### src/rtl/key_fifo.sv
// Keyboard character buffer: edge-detects key events, filters NUL codes and
// queues ASCII bytes in a first-word-fall-through FIFO with a sticky overflow flag.
module key_fifo #(
    parameter int DATA_W     = 8,
    parameter int DEPTH_LOG2 = 4,
    parameter int DROP_NUL   = 1
) (
    input  logic                  clk,
    input  logic                  reset,
    input  logic [DATA_W-1:0]     ascii_in,
    input  logic                  scan_code_ready,
    input  logic                  rd_en,
    input  logic                  clr_ovf,
    output logic [DATA_W-1:0]     rd_data,
    output logic                  empty,
    output logic                  full,
    output logic [DEPTH_LOG2:0]   count,
    output logic                  overflow,
    output logic                  wr_pulse
);

    localparam int                   DEPTH    = 1 << DEPTH_LOG2;
    localparam logic [DEPTH_LOG2:0]  FULL_CNT = (DEPTH_LOG2 + 1)'(DEPTH);
    localparam logic [DEPTH_LOG2:0]  CNT_ONE  = (DEPTH_LOG2 + 1)'(1);
    localparam logic [DEPTH_LOG2-1:0] PTR_ONE = DEPTH_LOG2'(1);

    logic [DATA_W-1:0]     mem_q [DEPTH];
    logic [DEPTH_LOG2-1:0] wr_ptr_q, wr_ptr_d;
    logic [DEPTH_LOG2-1:0] rd_ptr_q, rd_ptr_d;
    logic [DEPTH_LOG2:0]   count_q, count_d;
    logic                  overflow_q, overflow_d;
    logic                  wr_pulse_q, wr_pulse_d;
    logic                  prev_ready_q;

    logic key_event, wr_req, pop, wr_acc, ovf_set;

    assign empty    = (count_q == '0);
    assign full     = (count_q == FULL_CNT);
    assign count    = count_q;
    assign overflow = overflow_q;
    assign wr_pulse = wr_pulse_q;
    assign rd_data  = empty ? '0 : mem_q[rd_ptr_q];

    always_comb begin
        key_event  = scan_code_ready && !prev_ready_q;
        wr_req     = key_event && !((DROP_NUL != 0) && (ascii_in == '0));
        pop        = rd_en && !empty;
        // A full FIFO still takes a write when the same cycle frees a slot.
        wr_acc     = wr_req && (!full || pop);
        ovf_set    = wr_req && full && !pop;

        wr_ptr_d   = wr_acc ? wr_ptr_q + PTR_ONE : wr_ptr_q;
        rd_ptr_d   = pop ? rd_ptr_q + PTR_ONE : rd_ptr_q;
        wr_pulse_d = wr_acc;

        count_d = count_q;
        case ({wr_acc, pop})
            2'b10:   count_d = count_q + CNT_ONE;
            2'b01:   count_d = count_q - CNT_ONE;
            default: count_d = count_q;
        endcase

        overflow_d = overflow_q;
        if (ovf_set) begin
            overflow_d = 1'b1;
        end else if (clr_ovf) begin
            overflow_d = 1'b0;
        end
    end

    always_ff @(posedge clk) begin
        if (reset) begin
            wr_ptr_q     <= '0;
            rd_ptr_q     <= '0;
            count_q      <= '0;
            overflow_q   <= 1'b0;
            wr_pulse_q   <= 1'b0;
            prev_ready_q <= 1'b1;
        end else begin
            wr_ptr_q     <= wr_ptr_d;
            rd_ptr_q     <= rd_ptr_d;
            count_q      <= count_d;
            overflow_q   <= overflow_d;
            wr_pulse_q   <= wr_pulse_d;
            prev_ready_q <= scan_code_ready;
        end
    end

    // Storage is deliberately not reset; reset only blocks the write.
    always_ff @(posedge clk) begin
        if (!reset && wr_acc) begin
            mem_q[wr_ptr_q] <= ascii_in;
        end
    end

endmodule

### config.mk
export PLATFORM = sky130hd
export DESIGN_NAME = key_fifo
export DESIGN_NICKNAME = d
export VERILOG_FILES = /design/src/rtl/key_fifo.sv
export SDC_FILE = /design/constraint.sdc
export NUM_CORES = 1
export LEC_CHECK = 0
export CAP_MARGIN = 20
export CORE_ASPECT_RATIO = 0.75
export CORE_UTILIZATION = 64
export DETAILED_ROUTE_END_ITERATION = 7
export PLACE_DENSITY = 0.95
export SETUP_SLACK_MARGIN = 0.02
export SYNTH_ARGS = -nofsm -noshare
export SYNTH_HDL_FRONTEND = slang
export SYNTH_SLANG_ARGS = --single-unit
### constraint.sdc
create_clock -name clk -period 5.9 [get_ports clk]
set_input_delay 0.885 -clock clk [delete_from_list [all_inputs] [get_ports clk]]
set_output_delay 0.885 -clock clk [all_outputs]
set_load 0.05 [all_outputs]
==> Yosys cells after proc, flatten, opt, wreduce, memory -nomap -nowiden <==
Memories as Yosys holds them, arrays and structs flattened. A register that Yosys moved wholly into a read port is not among the register bits.
Cells that the tools add are included.
{ "op_classes": {"addsub": 4, "n_eq_ne": 3, "muxes": 8, "reduce_logical": 18} }
{ "op_table": {"columns": ["op", "count"], "rows": [
  ["5-bit case mux with 2 select lines", 1],
  ["4-bit by 1-bit adder with 4-bit output, second input constant", 2],
  ["8-bit zero test", 1],
  ["4-bit 2-to-1 mux", 2],
  ["8-bit 2-to-1 mux", 1],
  ["1-bit logical AND", 7],
  ["1-bit zero test", 6],
  ["5-bit by 1-bit adder with 5-bit output, second input constant", 1],
  ["5-bit equality test, second input constant", 1],
  ["5-bit zero test", 1],
  ["5-bit by 1-bit subtractor with 5-bit output, second input constant", 1],
  ["1-bit 2-to-1 mux", 4],
  ["2-bit nonzero test", 2],
  ["2-bit by 1-bit equality test with 1-bit output, second input constant", 1],
  ["2-bit equality test, second input constant", 1],
  ["1-bit logical OR", 1]
]} }
{ "word_totals": {"register_bits": 16, "mem_bits_rw": 128, "inputBits": 13, "out_inout_bits": 17, "elab_cells": 40, "memories": 1} }
{ "mem_list": {"columns": ["memory", "depth", "word_bits", "rd", "rd_clocked_by_memory_dff", "write_ports", "line", "text"], "rows": [
  ["mem_q", 16, 8, 1, 1, 1, "27", "logic [DATA_W-1:0] mem_q [DEPTH];"]
]} }

==> Logic depth before layout (Yosys ltp) <==
Gate-level depths: netlist (run 1).
{ "logic_depth": {"depth_word": 8, "depth_mapped": 12, "ltp_nobuf": 10} }

==> Least setup slack after synthesis (run 1) <==
OpenSTA, ideal clock, no wires.
{ "synth_path": {"path_type": "in2reg", "start": "input ascii_in[7]", "end": "register count_q[4], in the netlist count[4]", "setup_ns": 0.121, "arrival_time_ns": 3.181, "required_ns": 5.779, "slack_ns": 2.598, "stages": 11, "n_path_buf": 1, "path_cell_list": "nor4_1 > a211o_1 > or2_2 > buf_2 > ha_1 > inv_1 > fa_1 > nand2b_1 > a21oi_1 > mux2i_1 > mux2_2"} }
{ "synth_via": {"elab_chain_cells": 6, "word_cells_on_any_way": 8, "cone_classes": "eq/ne: 2; mux: 1; reduce/logical: 5"} }
{ "synth_lines": {"columns": ["item", "line", "text"], "rows": [
  ["from (decl)", "10", "input logic [DATA_W-1:0] ascii_in,"],
  ["8-bit zero test *", "46", "wr_req = key_event && !((DROP_NUL != 0) && (ascii_in == '0));"],
  ["1-bit zero test *", "46", null],
  ["1-bit logical AND *", "46", null],
  ["1-bit logical AND *", "49", "wr_acc = wr_req && (!full || pop);"],
  ["2-bit by 1-bit equality test with 1-bit output or 2-bit equality test (tied branches)", "57", "case ({wr_acc, pop})"],
  ["5-bit case mux with 2 select lines or 2-bit nonzero test (tied branches)", null, null],
  ["to (signal assigned)", "82", "count_q <= count_d;"],
  ["to (decl)", "30", "logic [DEPTH_LOG2:0] count_q, count_d;"]
]} }
Mark *: on every way between the ends. The rest lies on a longest branch, timed or not.
A chain may end at the register's enable or synchronous reset.

==> Worst setup path after layout (run 1) <==
{ "layout_path": {"start": "input ascii_in[6]", "end": "register count_q[4], in the netlist count[4]"} }
The elaborated chain is that of the path after synthesis.

==> results of run 1 <==
stage by stage:
step / total power (W) / hold WS [ns] / cells / area (µm²) / setup slack (ns)
after floorplan: 0.00159 / 0.485 / 342 / 6020 / 2.60
after global placement: 0.00173 / 0.509 / 485 / 6480 / 1.37
after detailed placement: 0.00175 / 0.522 / 485 / 6480 / 1.19
after CTS: 0.00292 / 0.544 / 517 / 7130 / 1.48
after global routing: 0.00299 / 0.586 / 518 / 7140 / 1.30
final: 0.00292 / 0.548 / 518 / 7140 / 1.52
cell usage after synthesis, types with 2 or more instances:
cell type,n
nor3_1,12
inv_1,9
or4_1,2
mux4_2,32
nand2_1,2
clkbuf_1,8
a211oi_1,16
buf_2,8
or3_1,2
or2_2,2
buf_6,2
xor2_1,5
ha_1,9
mux2i_1,10
nor2_1,23
o211ai_1,2
dfxtp_1,20
a21oi_1,6
o21ai_0,4
nor2b_1,8
edfxtp_1,128
nor4_1,7
buf_4,2
nand2b_1,9
worst min-delay path, delay by kind of cell (launching register included):
| family | cells | cell delay (ns) |
|---|---|---|
| XOR/XNOR | 1 | 0.06 |
| flip-flops | 1 | 0.33 |
| AND/OR/NAND/NOR | 1 | 0.11 |
power by group:
| group | switching [W] | internal, W | total [W] | leakage [nW] |
|---|---|---|---|---|
| Sequential | 0.0000325 | 0.00115 | 0.00118 | 1.31 |
| Combinational | 0.000357 | 0.000191 | 0.000548 | 0.628 |
| Clock | 0.000430 | 0.000753 | 0.00118 | 0.316 |
| Total | 0.000819 | 0.00210 | 0.00292 | 2.26 |
cell families after synthesis:
| logic type | Yosys count |
|---|---|
| AOI/OAI and AO/OA | 33 |
| xor gates and xnor gates | 5 |
| adders and majority gates | 10 |
| buffers and inverters | 30 |
| DFF | 148 |
| muxes | 44 |
| and+or+nand+nor | 72 |
worst paths after layout:
path         depth (start not counted)  slack, ns     endpoint   startpoint
max                                 11       1.52     count[4]  ascii_in[6]
min                                  2       0.55  rd_ptr_q[3]  rd_ptr_q[3]
max reg2reg                         10       2.31     count[4]     count[0]
min reg2reg                          2       0.55  rd_ptr_q[3]  rd_ptr_q[3]
cell type report:
cell class	count	area, µm²
Clock buffer	17	425
Clock inverter	15	224
Fill cell	505	1950
Inverter	9	33.8
Multi-Input combinational cell	164	1690
Sequential cell	148	4250
Tap cell	128	160
Timing Repair Buffer	37	354
registers in the layout, summed over array words and instances (netlist names), named ones only:
name          cells
mem_q           128
count             5
rd_ptr_q          4
wr_ptr_q          4
overflow          1
prev_ready_q      1
wr_pulse          1
per-layer routing:
layer,global-route usage,part of all wire
met1,0.392,0.40
met2,0.460,0.49
met3,0.0876,0.088
met4,0.133,0.022
met5,0,0
==> flow_summary.json, run 1 <==
{
  "ys_seq_area_frac": 0.705,
  "postLayoutCoreUtil": 0.786,
  "ys_types": 38,
  "clock_skew_ns": 0.0109,
  "synth_area_leaders": "edfxtp_1 (64%), mux4_2 (12%), dfxtp_1 (6.6%), a211oi_1 (2.0%), ha_1 (1.9%)",
  "outcome": "finished, final reports clean",
  "dieArea_mm2": 0.00981,
  "synth_top_family_by_area": "multiplexers",
  "synth_flop_cell": "edfxtp_1",
  "synthAdderAreaFrac": 0.0220,
  "synth-seq-cells": 148,
  "fin_crit_sh": 0.743,
  "avgSynthCellArea_um2": 17.6,
  "synthCells": 342,
  "cts_root_buffer": "clkbuf_16",
  "drc": 0,
  "hold_viol_final": 0,
  "rows": 30,
  "drive_gt1_frac": 0.233,
  "critical_path_buf_inv_count": 2,
  "crit_family": "simple AND/OR/NAND/NOR gates",
  "cts.htree.levels": 4,
  "synthSimpleGateAreaFrac": 0.0636,
  "synth_top_area_cell": "edfxtp_1",
  "vias": 3285,
  "synth-xor-area-share": 0.00727,
  "worstSetupPathType": "in2reg",
  "crit_path_max_fanout": 20,
  "post_cts_buffers": 0,
  "drt_wl_total_um": 13100,
  "fin_crit_ns": 4.38,
  "port_buffers": 29,
  "coreArea_mm2": 0.00908,
  "ir_worst_vdd_v": 0.000376,
  "dr.pass1.iters": 5,
  "maxCapViolations": 0,
  "slowest_delay_ns": 0.70,
  "crit_path_cell_trace": "clkdlybuf4s50_1, nor4_1, a211o_1, or2_2, ha_1, inv_1, fa_1, nand2b_1, a21oi_1, mux2i_1, mux2_2",
  "synth_mux_area_frac": 0.141,
  "cp-start-kind": "input port",
  "wire_per_inst_um": 25.3,
  "area.growth.synth_to_final_pct": 18.5,
  "nets": 400,
  "syn-num-nets": 365,
  "synth_edf_count": 128,
  "grtUsageTotal": 0.295,
  "cts_buffer_depth": 2,
  "cp.required_ns": 6.21,
  "crit_slowest_cell": "clkdlybuf4s50_1",
  "grt_max_degree": 33,
  "n_antenna_cell": 0,
  "rsz0062_at_grt": "no",
  "cts_hold_buf": 0,
  "netlist_area_mm2": 0.00602,
  "leakagePower_nw": 2.26,
  "tightest_slew_ns": 1.19,
  "drv_slew": 0,
  "drt_iter0_drc": 332,
  "vias_per_cell": 6.34,
  "power.density_mw_per_mm2": 409,
  "tns_ns": 0,
  "clk_pin_slew_ns": 0.06,
  "clk_latency_ns": 0.42,
  "grt_pass1_wl_um": 19600,
  "relSlewSlack": 0.199,
  "antenna_found_initial": 0,
  "final_cell_mix": "edfxtp_1 (128), mux4_2 (32), clkdlybuf4s50_1 (29)",
  "die_h_um": 86.0,
  "synth_top_area_share": 0.638,
  "max_freq_ghz": 0.228,
  "start_util": 0.663,
  "post-dp-hpwl_um": 7370,
  "cts_resized": 0,
  "synth_warnings": 0,
  "synth_compound_gate_area_share": 0.0378,
  "gp_congestion": 0.828,
  "hp-class": "reg2reg",
  "async_flop_share": 0,
  "grt_pass1_vias": 3407,
  "die_width_um": 114,
  "ant_nets": 0,
  "cp.arrival_ns": 4.69,
  "worstSetupEndpointType": "flop",
  "cts_buffers": 17,
  "overflow": 0,
  "setup_viol": 0,
  "boundaryPins": 30,
  "mostFrequentLayoutCell": "edfxtp_1",
  "cts.sinks": 148,
  "cts_tree": "built"
}
(Power assumes the default switching activity.)
==> inputs of run 2 (changes only) <==
CORE_UTILIZATION = 54   (was 64)
PLACE_DENSITY = 0.87   (was 0.95)
clock period = 3.75 ns   (was 5.9 ns; I/O delays follow)
==> flow_summary.json, run 2 (synthesized netlist as in run 1, its figures left out) <==
{
  "grt_max_degree": 33,
  "cts_resized": 0,
  "drc": 0,
  "worstSetupEndpointType": "output pin",
  "cts_tree": "built",
  "relSlewSlack": 0.550,
  "port_buffers": 29,
  "clk_pin_slew_ns": 0.06,
  "clk_latency_ns": 0.41,
  "rows": 32,
  "fin_crit_sh": 0.860,
  "vias": 3280,
  "post-dp-hpwl_um": 7520,
  "worstSetupPathType": "reg2out",
  "die_width_um": 124,
  "cts.sinks": 148,
  "tightest_slew_ns": 0.675,
  "cp-start-kind": "flop",
  "max_freq_ghz": 0.310,
  "cts.htree.levels": 4,
  "dieArea_mm2": 0.0116,
  "gp_congestion": 0.831,
  "drv_slew": 0,
  "grt_pass1_wl_um": 17900,
  "final_cell_mix": "edfxtp_1 (128), buf_4 (38), mux4_2 (32)",
  "hp-class": "reg2reg",
  "cp.required_ns": 3.19,
  "post_cts_buffers": 0,
  "wire_per_inst_um": 21.2,
  "top_register": "mem_q",
  "antenna_found_initial": 0,
  "boundaryPins": 30,
  "largest_reg_flops": 128,
  "setup_viol": 0,
  "drive_gt1_frac": 0.262,
  "maxCapViolations": 0,
  "nets": 423,
  "fin_total_pwr_w": 0.00433,
  "area.growth.synth_to_final_pct": 18.9,
  "cts_buffers": 17,
  "cp.arrival_ns": 2.66,
  "hold_viol_final": 0,
  "crit_path_max_fanout": 9,
  "grtUsageTotal": 0.222,
  "tns_ns": 0,
  "drt_iter0_drc": 262,
  "leakagePower_nw": 2.34,
  "vias_per_cell": 5.99,
  "fin_crit_ns": 3.23,
  "mostFrequentLayoutCell": "edfxtp_1",
  "n_antenna_cell": 0,
  "coreArea_mm2": 0.0106,
  "start_util": 0.570,
  "cts_hold_buf": 0,
  "die_h_um": 93.5,
  "grt_pass1_vias": 3195,
  "cts_buffer_depth": 2,
  "drt_wl_total_um": 11600,
  "cts_root_buffer": "clkbuf_16",
  "power.density_mw_per_mm2": 604,
  "dr.pass1.iters": 5,
  "ant_nets": 0,
  "outcome": "finished, final reports clean",
  "overflow": 0,
  "clock_skew_ns": 0.00861,
  "ir_worst_vdd_v": 0.000444,
  "rsz0062_at_grt": "no"
}
==> run 2: changes by cell type in the layout (fill, tap and decap cells not counted), sizes merged, moves of 2 or more <==
cell	previous run	this run
buf	8	39
bufinv	5	2
clkdlybuf4s50	29	21
clkinv	5	7
clkinvlp	1	3
inv	13	10
==> run 2: layout make-up <==
type                    count  area, µm²
repair buffers             60        515
inverters                   9       33.8
fillers                   695       3410
well taps                 136        170
multi-input cells         164       1630
clock buffers              18        429
flip-flops and latches    148       4250
clock inverters            13        136
==> run 2: final timing paths <==
path                  to  cells after the start  slack, ns        start
min reg2reg  rd_ptr_q[3]                      2       0.54  rd_ptr_q[3]
max reg2reg     count[4]                     10       0.57     count[0]
min          rd_ptr_q[3]                      2       0.54  rd_ptr_q[3]
max                empty                      4       0.52     count[0]
==> run 2: metal layers <==
| metal | track usage | up-vias | routed length (µm) |
|---|---|---|---|
| li1 | - | 1466 | - |
| met1 | 0.309 | 1687 | 5160 |
| met2 | 0.345 | 122 | 5570 |
| met3 | 0.0652 | 5 | 848 |
| met4 | 0.0536 | 0 | 54 |
| met5 | 0 | - | 0 |
==> run 2: metrics by stage <==
step	instance area, µm²	utilization	std cells	hold WS [ns]	setup WS (ns)
finish	7160	0.678	548	0.538	0.523
CTS	7160	0.678	548	0.539	0.500
detailed placement	6600	0.624	517	0.525	0.234
floorplan	6020	-	342	0.485	0.471
global placement	6600	0.624	517	0.505	0.366
global route	7160	0.678	548	0.589	0.407
==> run 2: report_power, final <==
| part | switching [W] | internal (W) | total (W) |
|---|---|---|---|
| sequential | 0.0000268 | 0.00181 | 0.00184 |
| clock | 0.000634 | 0.000972 | 0.00161 |
| combinational | 0.000575 | 0.000308 | 0.000883 |
==> run 2: worst max-delay path, cell delays in order, from the launching register on <==
cell and delay, ns:
dfxtp_1 0.36, or4_1 0.72, nor2_2 0.14, buf_4 0.20
clkdlybuf4s50_1 0.83
==> inputs of run 3 (changes only) <==
GPL_ROUTABILITY_DRIVEN = 1   (was unset)
==> results of run 3 <==
No change in the layout: final DEF, timing and power equal those of run 2.
